`config.mk`:
```
export PLATFORM = sky130hd
export DESIGN_NAME = wb_dma_copy
export DESIGN_NICKNAME = d
export VERILOG_FILES = /design/src/rtl/wb_dma_copy.sv
export SDC_FILE = /design/constraint.sdc
export NUM_CORES = 1
export LEC_CHECK = 0
export CORE_MARGIN = 2
export CORE_UTILIZATION = 50
export DETAILED_ROUTE_END_ITERATION = 8
export GPL_TIMING_DRIVEN = 1
export PLACE_DENSITY = 0.83
export SYNTH_ARGS = -nofsm -noshare
export SYNTH_HDL_FRONTEND = slang
export SYNTH_SLANG_ARGS = --single-unit
```
`constraint.sdc`:
```
create_clock -name clk -period 4.8 [get_ports clk]
set_input_delay 0.96 -clock clk [delete_from_list [all_inputs] [get_ports clk]]
set_output_delay 0.96 -clock clk [all_outputs]
set_load 0.01 [all_outputs]
```
`src/rtl/wb_dma_copy.sv`:
```
// Word-by-word memory copy engine with a Wishbone classic initiator port.
// Each word is read into the write-data register, then written out. A stalled phase aborts after TIMEOUT cycles.
module wb_dma_copy #(
  parameter int TIMEOUT = 255
) (
  input  logic        clk,
  input  logic        reset,
  input  logic        start,
  input  logic [31:0] src_addr,
  input  logic [31:0] dst_addr,
  input  logic [15:0] len_words,
  output logic        busy,
  output logic        done,
  output logic        err,
  output logic [31:0] wb_addr,
  output logic [31:0] wb_wdata,
  output logic [3:0]  wb_sel,
  output logic        wb_we,
  output logic        wb_cyc,
  output logic        wb_stb,
  input  logic [31:0] wb_rdata,
  input  logic        wb_ack
);

  typedef enum logic [1:0] {IDLE, READ, WRITE} state_e;

  localparam logic [15:0] WaitLast = 16'(TIMEOUT - 1);

  state_e      state_q, state_d;
  logic [31:0] src_q, src_d, dst_q, dst_d;
  logic [15:0] rem_q, rem_d, wait_q, wait_d;
  logic        busy_q, busy_d, done_q, done_d, err_q, err_d;
  logic [31:0] addr_q, addr_d, wdata_q, wdata_d;
  logic [3:0]  sel_q, sel_d;
  logic        we_q, we_d, cyc_q, cyc_d, stb_q, stb_d;

  always_ff @(posedge clk) begin
    if (reset) begin
      state_q <= IDLE;
      src_q   <= '0;
      dst_q   <= '0;
      rem_q   <= '0;
      wait_q  <= '0;
      busy_q  <= 1'b0;
      done_q  <= 1'b0;
      err_q   <= 1'b0;
      addr_q  <= '0;
      wdata_q <= '0;
      sel_q   <= '0;
      we_q    <= 1'b0;
      cyc_q   <= 1'b0;
      stb_q   <= 1'b0;
    end else begin
      // NOTE: non-blocking so every register samples pre-edge values regardless of statement order.
      state_q <= state_d;
      src_q   <= src_d;
      dst_q   <= dst_d;
      rem_q   <= rem_d;
      wait_q  <= wait_d;
      busy_q  <= busy_d;
      done_q  <= done_d;
      err_q   <= err_d;
      addr_q  <= addr_d;
      wdata_q <= wdata_d;
      sel_q   <= sel_d;
      we_q    <= we_d;
      cyc_q   <= cyc_d;
      stb_q   <= stb_d;
    end
  end

  always_comb begin
    // NOTE: every target gets a default first, so no path through the case can infer a latch.
    state_d = state_q;
    src_d   = src_q;
    dst_d   = dst_q;
    rem_d   = rem_q;
    wait_d  = wait_q;
    busy_d  = busy_q;
    done_d  = 1'b0;
    err_d   = err_q;
    addr_d  = addr_q;
    wdata_d = wdata_q;
    sel_d   = sel_q;
    we_d    = we_q;
    cyc_d   = cyc_q;
    stb_d   = stb_q;

    unique case (state_q)
      IDLE: begin
        if (start) begin
          err_d = 1'b0;
          if (len_words != 16'd0) begin
            state_d = READ;
            src_d   = src_addr;
            dst_d   = dst_addr;
            rem_d   = len_words;
            wait_d  = '0;
            busy_d  = 1'b1;
            addr_d  = src_addr;
            sel_d   = 4'hF;
            we_d    = 1'b0;
            cyc_d   = 1'b1;
            stb_d   = 1'b1;
          end else begin
            done_d = 1'b1;
          end
        end
      end

      READ, WRITE: begin
        if (wb_ack) begin
          wait_d = '0;
          if (state_q == READ) begin
            state_d = WRITE;
            wdata_d = wb_rdata;
            addr_d  = dst_q;
            we_d    = 1'b1;
          end else begin
            src_d = src_q + 32'd4;
            dst_d = dst_q + 32'd4;
            rem_d = rem_q - 16'd1;
            we_d  = 1'b0;
            if (rem_q == 16'd1) begin
              state_d = IDLE;
              busy_d  = 1'b0;
              done_d  = 1'b1;
              cyc_d   = 1'b0;
              stb_d   = 1'b0;
            end else begin
              state_d = READ;
              addr_d  = src_q + 32'd4;
            end
          end
        end else if (wait_q == WaitLast) begin
          // Stalled responder: abandon the copy, leaving remaining words untouched.
          state_d = IDLE;
          busy_d  = 1'b0;
          done_d  = 1'b1;
          err_d   = 1'b1;
          we_d    = 1'b0;
          cyc_d   = 1'b0;
          stb_d   = 1'b0;
        end else begin
          wait_d = wait_q + 16'd1;
        end
      end

      default: state_d = IDLE;
    endcase
  end

  assign busy     = busy_q;
  assign done     = done_q;
  assign err      = err_q;
  assign wb_addr  = addr_q;
  assign wb_wdata = wdata_q;
  assign wb_sel   = sel_q;
  assign wb_we    = we_q;
  assign wb_cyc   = cyc_q;
  assign wb_stb   = stb_q;

endmodule

```
Word-level counts from Yosys, hierarchy flattened
Index checks and enable logic that the tools add are counted.
{"block": "classes", "eq_ne": 15, "mux": 54, "reduce_logical": 13, "addsub": 4}
{"cell": "$mux W32", "n": 11}
{"cell": "$pmux W32 S2", "n": 3}
{"cell": "$mux W16", "n": 8}
{"cell": "$add A32 B3 Y32 const B", "n": 2}
{"cell": "$pmux W16 S2", "n": 2}
{"cell": "$mux W1", "n": 20}
{"cell": "$add A16 B1 Y16 const B", "n": 1}
{"cell": "$eq A16 B1 Y1 const B", "n": 1}
{"cell": "$eq A16 B8 Y1 const B", "n": 1}
{"cell": "$reduce_bool A16 Y1", "n": 1}
{"cell": "$sub A16 B1 Y16 const B", "n": 1}
{"cell": "$ne A3 B3 Y1 const B", "n": 5}
{"cell": "$ne A2 B2 Y1 const B", "n": 6}
{"cell": "$reduce_and A4 Y1", "n": 3}
{"cell": "$mux W2", "n": 5}
{"cell": "$reduce_and A5 Y1", "n": 2}
{"cell": "$reduce_and A3 Y1", "n": 3}
{"cell": "$pmux W1 S2", "n": 4}
{"cell": "$reduce_and A6 Y1", "n": 1}
{"cell": "$pmux W2 S2", "n": 1}
{"cell": "$eq A2 B1 Y1 const B", "n": 1}
{"cell": "$eq A2 B2 Y1 const B", "n": 1}
{"cell": "$logic_not A2 Y1", "n": 1}
{"cell": "$reduce_bool A2 Y1", "n": 1}
{"cell": "$reduce_or A2 Y1", "n": 1}
{"block": "word_totals", "wordCells": 98, "out_inout_bits": 74, "inputBits": 116, "reg_bits": 167}

Logic depth before layout (Yosys ltp)
Gate-level depths: netlist of run 1.
{"block": "logic_depth", "word_depth": 5, "depth_mapped": 9, "depth_no_buf": 7}

Worst setup path after synthesis of run 1
No wires, ideal clock.
{"block": "synth_path", "path_type": "input-to-reg", "start": "in len_words[11]", "end": "reg src_q[9]", "t_required_ns": 4.670, "path_buffers": 2, "t_arrival_ns": 2.478, "cell_stages": 7, "path_slack_ns": 2.192, "setup_ns": 0.130, "cell_sequence": "nor4_2 -> a41oi_2 -> a21oi_2 -> buf_4 -> buf_4 -> mux2i_1 -> o211ai_1"}
{"block": "synth_via", "elab_chain_cells": 3}
{"item": "start, declared", "line": "11", "source": "input logic [15:0] len_words,"}
{"item": "$reduce_bool A16 Y1", "line": "93", "source": "if (len_words != 16'd0) begin"}
{"item": "$ne A2 B2 Y1 (no line)"}
{"item": "$reduce_and A5 Y1 (no line)"}
{"item": "end signal, assigned", "line": "56", "source": "src_q <= src_d;"}
{"item": "end, declared", "line": "30", "source": "logic [31:0] src_q, src_d, dst_q, dst_d;"}
Every way passes these cells.
A chain may end at the register's enable or synchronous reset.

Worst setup path after layout of run 1
{"block": "layout_path", "start": "in len_words[11]", "end": "reg dst_q[4]"}
{"block": "layout_via", "elab_chain_cells": 3}
{"item": "$reduce_bool A16 Y1", "line": "93"}
{"item": "$ne A2 B2 Y1 (no line)"}
{"item": "$reduce_and A5 Y1 (no line)"}
{"item": "end signal, assigned", "line": "57", "source": "dst_q <= dst_d;"}
{"item": "end, declared", "line": "30"}
Every way passes these cells.

==> flow_metrics.py, run 1 <==
metrics = {
    "logic_synthesis": {
        "synth_flop_cell": "dfxtp_1",
        "syn_avg_cell_area_um2": 7.77,
        "synthTopCellsByArea": "dfxtp_1 35%, a21oi_1 6.9%, nand2_1 5.9%",
        "yosysTopAreaCell": "dfxtp_1",
        "synth_most_common_cell": "dfxtp_1",
        "syn-instance-count": 1219,
        "syn_nets": 1344,
        "yosysTopAreaCellShare_pct": 35.3,
        "yosys_warnings": 0,
        "async_flop_share_pct": 0,
        "synth-seq-cells": 167,
        "yosys-top-cells-count": "167 x dfxtp_1, 148 x nand2_1, 130 x a21oi_1",
        "synthesis.area_mm2": 0.00947,
        "synth.distinct_cells": 74,
        "synth_edf_count": 0,
        "ys_seq_area_share_pct": 35.3,
    },
    "min_path": {
        "hold-path-cell-count": 2,
        "hold_class": "reg2reg",
        "worstHoldStart": "wb_wdata[30]$_SDFFE_PP0P_",
        "hold-path-endpoint": "wb_wdata[30]$_SDFFE_PP0P_",
    },
    "setup_path": {
        "worst_setup_path_end_kind": "register",
        "startpoint_type": "input pin",
        "worst-r2r-cell-count": 8,
        "cp_max_fo": 18,
        "r2r-start": "state_q[0]$_SDFFE_PP0P_",
        "cp.arrival_ps": 3620,
        "crit_type": "in2reg",
        "r2r_end": "dst_q[12]$_SDFFE_PP0P_",
        "r2r_setup_slack_ps": 1650,
        "cp.required_ps": 5090,
    },
    "pwr": {
        "ir_worst_vdd_v": 0.000379,
        "power_uw": 7190,
        "p_per_area_mw_per_mm2": 599,
        "leakagePower_uw": 0.00390,
    },
    "cells_and_area": {
        "fin_util_pct": 64.4,
        "nNetsFinal": 1464,
        "fill_cells": 1580,
        "drive_gt1_share_pct": 5.70,
        "postLayoutCellArea_mm2": 0.0120,
        "diodes": 0,
        "area_delta_synth_final_pct": 26.7,
    },
    "clocking": {
        "postCtsHoldBufs": 0,
        "clockBufferDepth": 2,
        "cts_resized": 0,
        "cts_root_buf": "clkbuf_16",
        "postCtsSetupBuffers": 0,
        "cts-buffers-inserted": 17,
        "insertion_delay_ps": 440,
        "cts_tree": "done",
        "htree_levels": 4,
        "cts.sinks": 167,
        "clkSlewWorstSetupHoldPaths_ps": 70,
    },
    "routing": {
        "drt_iter0_drc": 1246,
        "drcViolationCount": 0,
        "num_vias": 10600,
        "postRouteAntennaNets": 0,
        "wl_mm": 31.9,
        "avgRoutedWirePerCell_um": 20.1,
        "firstDrtPassIters": 6,
        "via_per_inst": 6.65,
    },
    "placed_design": {
        "routabilityCongestion": 0.915,
        "port_buffers": 189,
        "post_dp_cell_area_mm2": 0.0114,
        "pre_cts_ws_ps": 1020,
        "place_hpwl_mm": 21.3,
    },
    "global_route": {
        "grt_max_degree": 71,
        "grt_pass1_vias": 9865,
        "grt_pass1_wl_mm": 50.6,
        "grt_antenna_before_repair": 1,
        "grt.overflow.total": 0,
        "grt_usage_pct": 31.3,
    },
    "run_status": {
        "status": "complete, no violations",
    },
    "die": {
        "die_height_um": 142,
        "start_util_pct": 50.8,
        "rows": 50,
        "io_pins": 190,
        "die_w_um": 142,
        "die_area_mm2": 0.0201,
        "fp.coreArea_mm2": 0.0186,
    },
    "timing": {
        "skew_ps": 9.57,
        "fin_crit_ps": 3320,
        "fin_setup_tns_ps": 0,
        "worst_pin_slew_ps": 1110,
        "setup_viol": 0,
        "rsz0062_at_grt": "false",
        "layout_setup_ws_ps": 1480,
        "finalCritPeriodShare_pct": 69.3,
        "max_freq_mhz": 301,
        "hold_viol": 0,
        "report.final.slew_viol_count": 0,
        "relSlewSlack_pct": 25.2,
    },
    "job": {
        "cap_violations": 0,
    },
}
[cells in the final DEF (no fill, tap or decap), types with 17 or more instances in the layout]
cell	count
a211oi_1	17
a21oi_1	129
a22oi_1	26
a311oi_1	25
a31oi_1	20
and3_1	18
buf_4	17
clkbuf_16	17
clkdlybuf4s50_1	188
dfxtp_1	167
inv_1	22
nand2_1	148
nand3_1	56
nand4_1	26
nor2_1	51
nor2b_1	18
nor3_1	40
nor4_1	23
o21ai_0	57
[metal layers]
metal	part of all wire [%]	routed length, µm	track usage, %
met1	39	12400	39.1
met2	47	14900	51.1
met3	11	3460	8.54
met4	3.8	1220	13.2
met5	0	0	0
[where the power goes]
part,internal [µW],leakage (µW),switching (µW)
Combinational,1390,0.00224,2110
Clock,781,0.000288,638
Sequential,1800,0.00137,461
Total,3980,0.00390,3210
[critical path, stage by stage]
cell and delay (ps):
clkdlybuf4s50_1 470, nor4_2 490, a41oi_2 430, a21oi_4 620
buf_4 290, mux2i_1 200, o311ai_0 130
[cells by family (layout without fill, tap and decap cells)]
group,count (synthesis),count (layout),synth area share (%)
adder cells (fa/ha/maj),9,9,1.19
AO/OA/AOI/OAI,422,422,29.2
buffers and inverters,131,264,5.85
XOR/XNOR,11,11,1.02
flip-flops,167,167,35.3
multiplexers,17,17,1.81
AND/OR/NAND/NOR,462,462,25.6
[final cells by class]
cell class	instances	area [µm²]	area share [%]
multi-input combinational	921	5610	46.8
tap	234	293	2.44
timing repair buffer	208	2070	17.2
sequential	167	3340	27.9
clock buffer	17	425	3.54
clock inverter	15	169	1.41
inverter	24	90.1	0.751
[stage by stage]
stage / cells / hold WS (ps)
global route: 1586 / 472
detailed placement: 1554 / 449
finish: 1586 / 455
CTS: 1586 / 458
global placement: 1554 / 441
floorplan: 1219 / 438
[flip-flops by register name (all words and copies together), names as in the netlist, 2 cells and up]
| register | cells |
|---|---|
| wait_q | 16 |
| wb_wdata | 32 |
| wb_addr | 32 |
| src_q | 32 |
| rem_q | 16 |
| dst_q | 32 |
| state_q | 2 |
[worst max-delay path by stage]
stage / startpoint / to
after floorplan: len_words[11] / src_q[9]$_SDFFE_PP0P_
after global placement: len_words[3] / dst_q[4]$_SDFFE_PP0P_
after detailed placement: len_words[11] / dst_q[4]$_SDFFE_PP0P_
after CTS: len_words[11] / dst_q[4]$_SDFFE_PP0P_
after global routing: len_words[11] / dst_q[4]$_SDFFE_PP0P_
final: len_words[11] / dst_q[4]$_SDFFE_PP0P_
Power figures use the tool's default switching activity.
==> inputs of run 2 (changes only) <==
--- a/config.mk
+++ b/config.mk
@@ -6,10 +6,10 @@
 export NUM_CORES = 1
 export LEC_CHECK = 0
 export CORE_MARGIN = 2
-export CORE_UTILIZATION = 50
+export CORE_UTILIZATION = 47
 export DETAILED_ROUTE_END_ITERATION = 8
 export GPL_TIMING_DRIVEN = 1
-export PLACE_DENSITY = 0.83
+export PLACE_DENSITY = 0.82
 export SYNTH_ARGS = -nofsm -noshare
 export SYNTH_HDL_FRONTEND = slang
 export SYNTH_SLANG_ARGS = --single-unit
==> constraint.sdc (replaced) <==
create_clock -name clk -period 2.95 [get_ports clk]
set_input_delay 0.59 -clock clk [delete_from_list [all_inputs] [get_ports clk]]
set_output_delay 0.59 -clock clk [all_outputs]
set_load 0.01 [all_outputs]
==> run 2 against run 1 <==
Hold slack got worse by 0.81 ps. Combinational power rose by 73%. Clock-buffer cell count did not move. Clock skew rose by 2.6 ps. Wire length rose by 1.8%. Worst setup slack got worse by 1100 ps. Critical endpoint is now dst_q[7]$_SDFFE_PP0P_. Highest routed layer unchanged.
==> flow_metrics.py, run 2 (same netlist as run 1, synthesis figures left out) <==
metrics = {
    "clocking": {
        "cts.sinks": 167,
        "cts_resized": 0,
        "cts-buffers-inserted": 17,
        "cts_root_buf": "clkbuf_16",
        "insertion_delay_ps": 440,
        "clockBufferDepth": 2,
        "clkSlewWorstSetupHoldPaths_ps": 80,
        "postCtsSetupBuffers": 0,
        "postCtsHoldBufs": 0,
        "cts_tree": "done",
        "htree_levels": 4,
    },
    "cells_and_area": {
        "layout_commonest_cell": "clkdlybuf4s50_1",
        "drive_gt1_share_pct": 8.08,
        "multiInputGateArea_mm2": 0.00562,
        "fill_cells": 1719,
        "final_cell_mix": "188 x clkdlybuf4s50_1, 167 x dfxtp_1, 148 x nand2_1, 129 x a21oi_1, 57 x o21ai_0",
        "area_delta_synth_final_pct": 30.7,
        "seqCellArea_mm2": 0.00334,
        "postLayoutCellArea_mm2": 0.0124,
        "diodes": 0,
        "nNetsFinal": 1498,
    },
    "timing": {
        "layout_setup_ws_ps": 383,
        "setup_viol": 0,
        "worst_pin_slew_ps": 679,
        "rsz0062_at_grt": "false",
        "finalCritPeriodShare_pct": 87.0,
        "max_freq_mhz": 390,
        "fin_crit_ps": 2570,
        "skew_ps": 12.1,
        "hold_viol": 0,
        "report.final.slew_viol_count": 0,
        "relSlewSlack_pct": 54.3,
    },
    "die": {
        "io_pins": 190,
        "start_util_pct": 48.4,
        "die_area_mm2": 0.0213,
        "fp.coreArea_mm2": 0.0196,
        "die_height_um": 146,
        "die_w_um": 146,
        "rows": 51,
    },
    "min_path": {
        "worstHoldStart": "wb_wdata[25]$_SDFFE_PP0P_",
        "hold_class": "reg2reg",
    },
    "placed_design": {
        "port_buffers": 189,
        "routabilityCongestion": 0.920,
        "pre_cts_ws_ps": -29.2,
        "place_hpwl_mm": 22.6,
        "post_dp_cell_area_mm2": 0.0118,
    },
    "routing": {
        "num_vias": 10700,
        "avgRoutedWirePerCell_um": 19.7,
        "drt_iter0_drc": 1297,
        "firstDrtPassIters": 5,
        "wl_mm": 32.5,
        "postRouteAntennaNets": 0,
        "via_per_inst": 6.45,
        "drcViolationCount": 0,
    },
    "setup_path": {
        "r2r-start": "src_q[10]$_SDFFE_PP0P_",
        "worst-r2r-cell-count": 5,
        "cp.required_ps": 3260,
        "cp_max_fo": 25,
        "worst_setup_path_end_kind": "register",
        "critPathLaunch": "len_words[11]",
        "r2r_end": "wb_addr[17]$_SDFFE_PP0P_",
        "cp.arrival_ps": 2880,
        "r2r_setup_slack_ps": 420,
        "crit_path_end": "dst_q[7]$_SDFFE_PP0P_",
        "startpoint_type": "input pin",
        "crit_type": "in2reg",
    },
    "global_route": {
        "grt_usage_pct": 29.6,
        "busiest_layer": "met2",
        "grt_antenna_before_repair": 0,
        "grt_pass1_wl_mm": 52.0,
        "grt_use_met2_pct": 47.6,
        "use_met3_pct": 6.74,
        "grt_use_met1_pct": 38.9,
        "grt_max_degree": 51,
        "grt_pass1_vias": 9789,
        "grt.overflow.total": 0,
    },
    "pwr": {
        "power_uw": 12000,
        "ir_worst_vdd_v": 0.000642,
        "leakagePower_uw": 0.00410,
        "p_per_area_mw_per_mm2": 971,
    },
    "run_status": {
        "status": "complete, no violations",
    },
    "job": {
        "cap_violations": 0,
    },
}
-- run 2: critical path: stages --
cell and delay (ps):
clkdlybuf4s50_1 460, nor4_2 510, a41oi_2 240, buf_12 200, a21o_2 320, buf_4 260
a31oi_1 160, o211ai_1 120
-- run 2: power by group --
| part | switching, µW | internal (µW) |
|---|---|---|
| sequential | 768 | 2930 |
| clock | 1110 | 1140 |
| combinational | 3510 | 2560 |
-- run 2: how the worst min path moves through the flow --
stage / depth (start not counted) / to / slack, ps
floorplan: 2 / wait_q[5]$_SDFFE_PP0P_ / 440
global placement: 2 / wb_wdata[1]$_SDFFE_PP0P_ / 440
detailed placement: 2 / wb_wdata[28]$_SDFFE_PP0P_ / 450
CTS: 2 / wb_wdata[25]$_SDFFE_PP0P_ / 460
global route: 2 / wb_wdata[25]$_SDFFE_PP0P_ / 480
finish: 2 / wb_wdata[25]$_SDFFE_PP0P_ / 450
-- run 2: cell type report --
class | instances | area share [%]
sequential | 167 | 27.0
multi-input combinational | 921 | 45.4
clock inverter | 15 | 1.40
clock buffer | 17 | 3.44
tap | 265 | 2.68
inverter | 24 | 0.728
timing repair buffer | 242 | 19.4
-- run 2: through the flow --
stage          setup TNS (ps)  utilization (%)  cells  hold WS, ps
4_1_cts                     0             63.2   1651          458
3_5_place_dp            -81.3             60.1   1619          447
5_1_grt                     0             63.2   1651          476
6_report                    0             63.2   1651          454
2_1_floorplan               0                -   1219          438
3_3_place_gp                0             60.1   1619          441
-- run 2: metal layers --
| layer | part of all wire [%] | vias up |
|---|---|---|
| li1 | - | 4943 |
| met1 | 40 | 5002 |
| met2 | 47 | 640 |
| met3 | 10 | 72 |
| met4 | 2.7 | 0 |
| met5 | 0 | - |
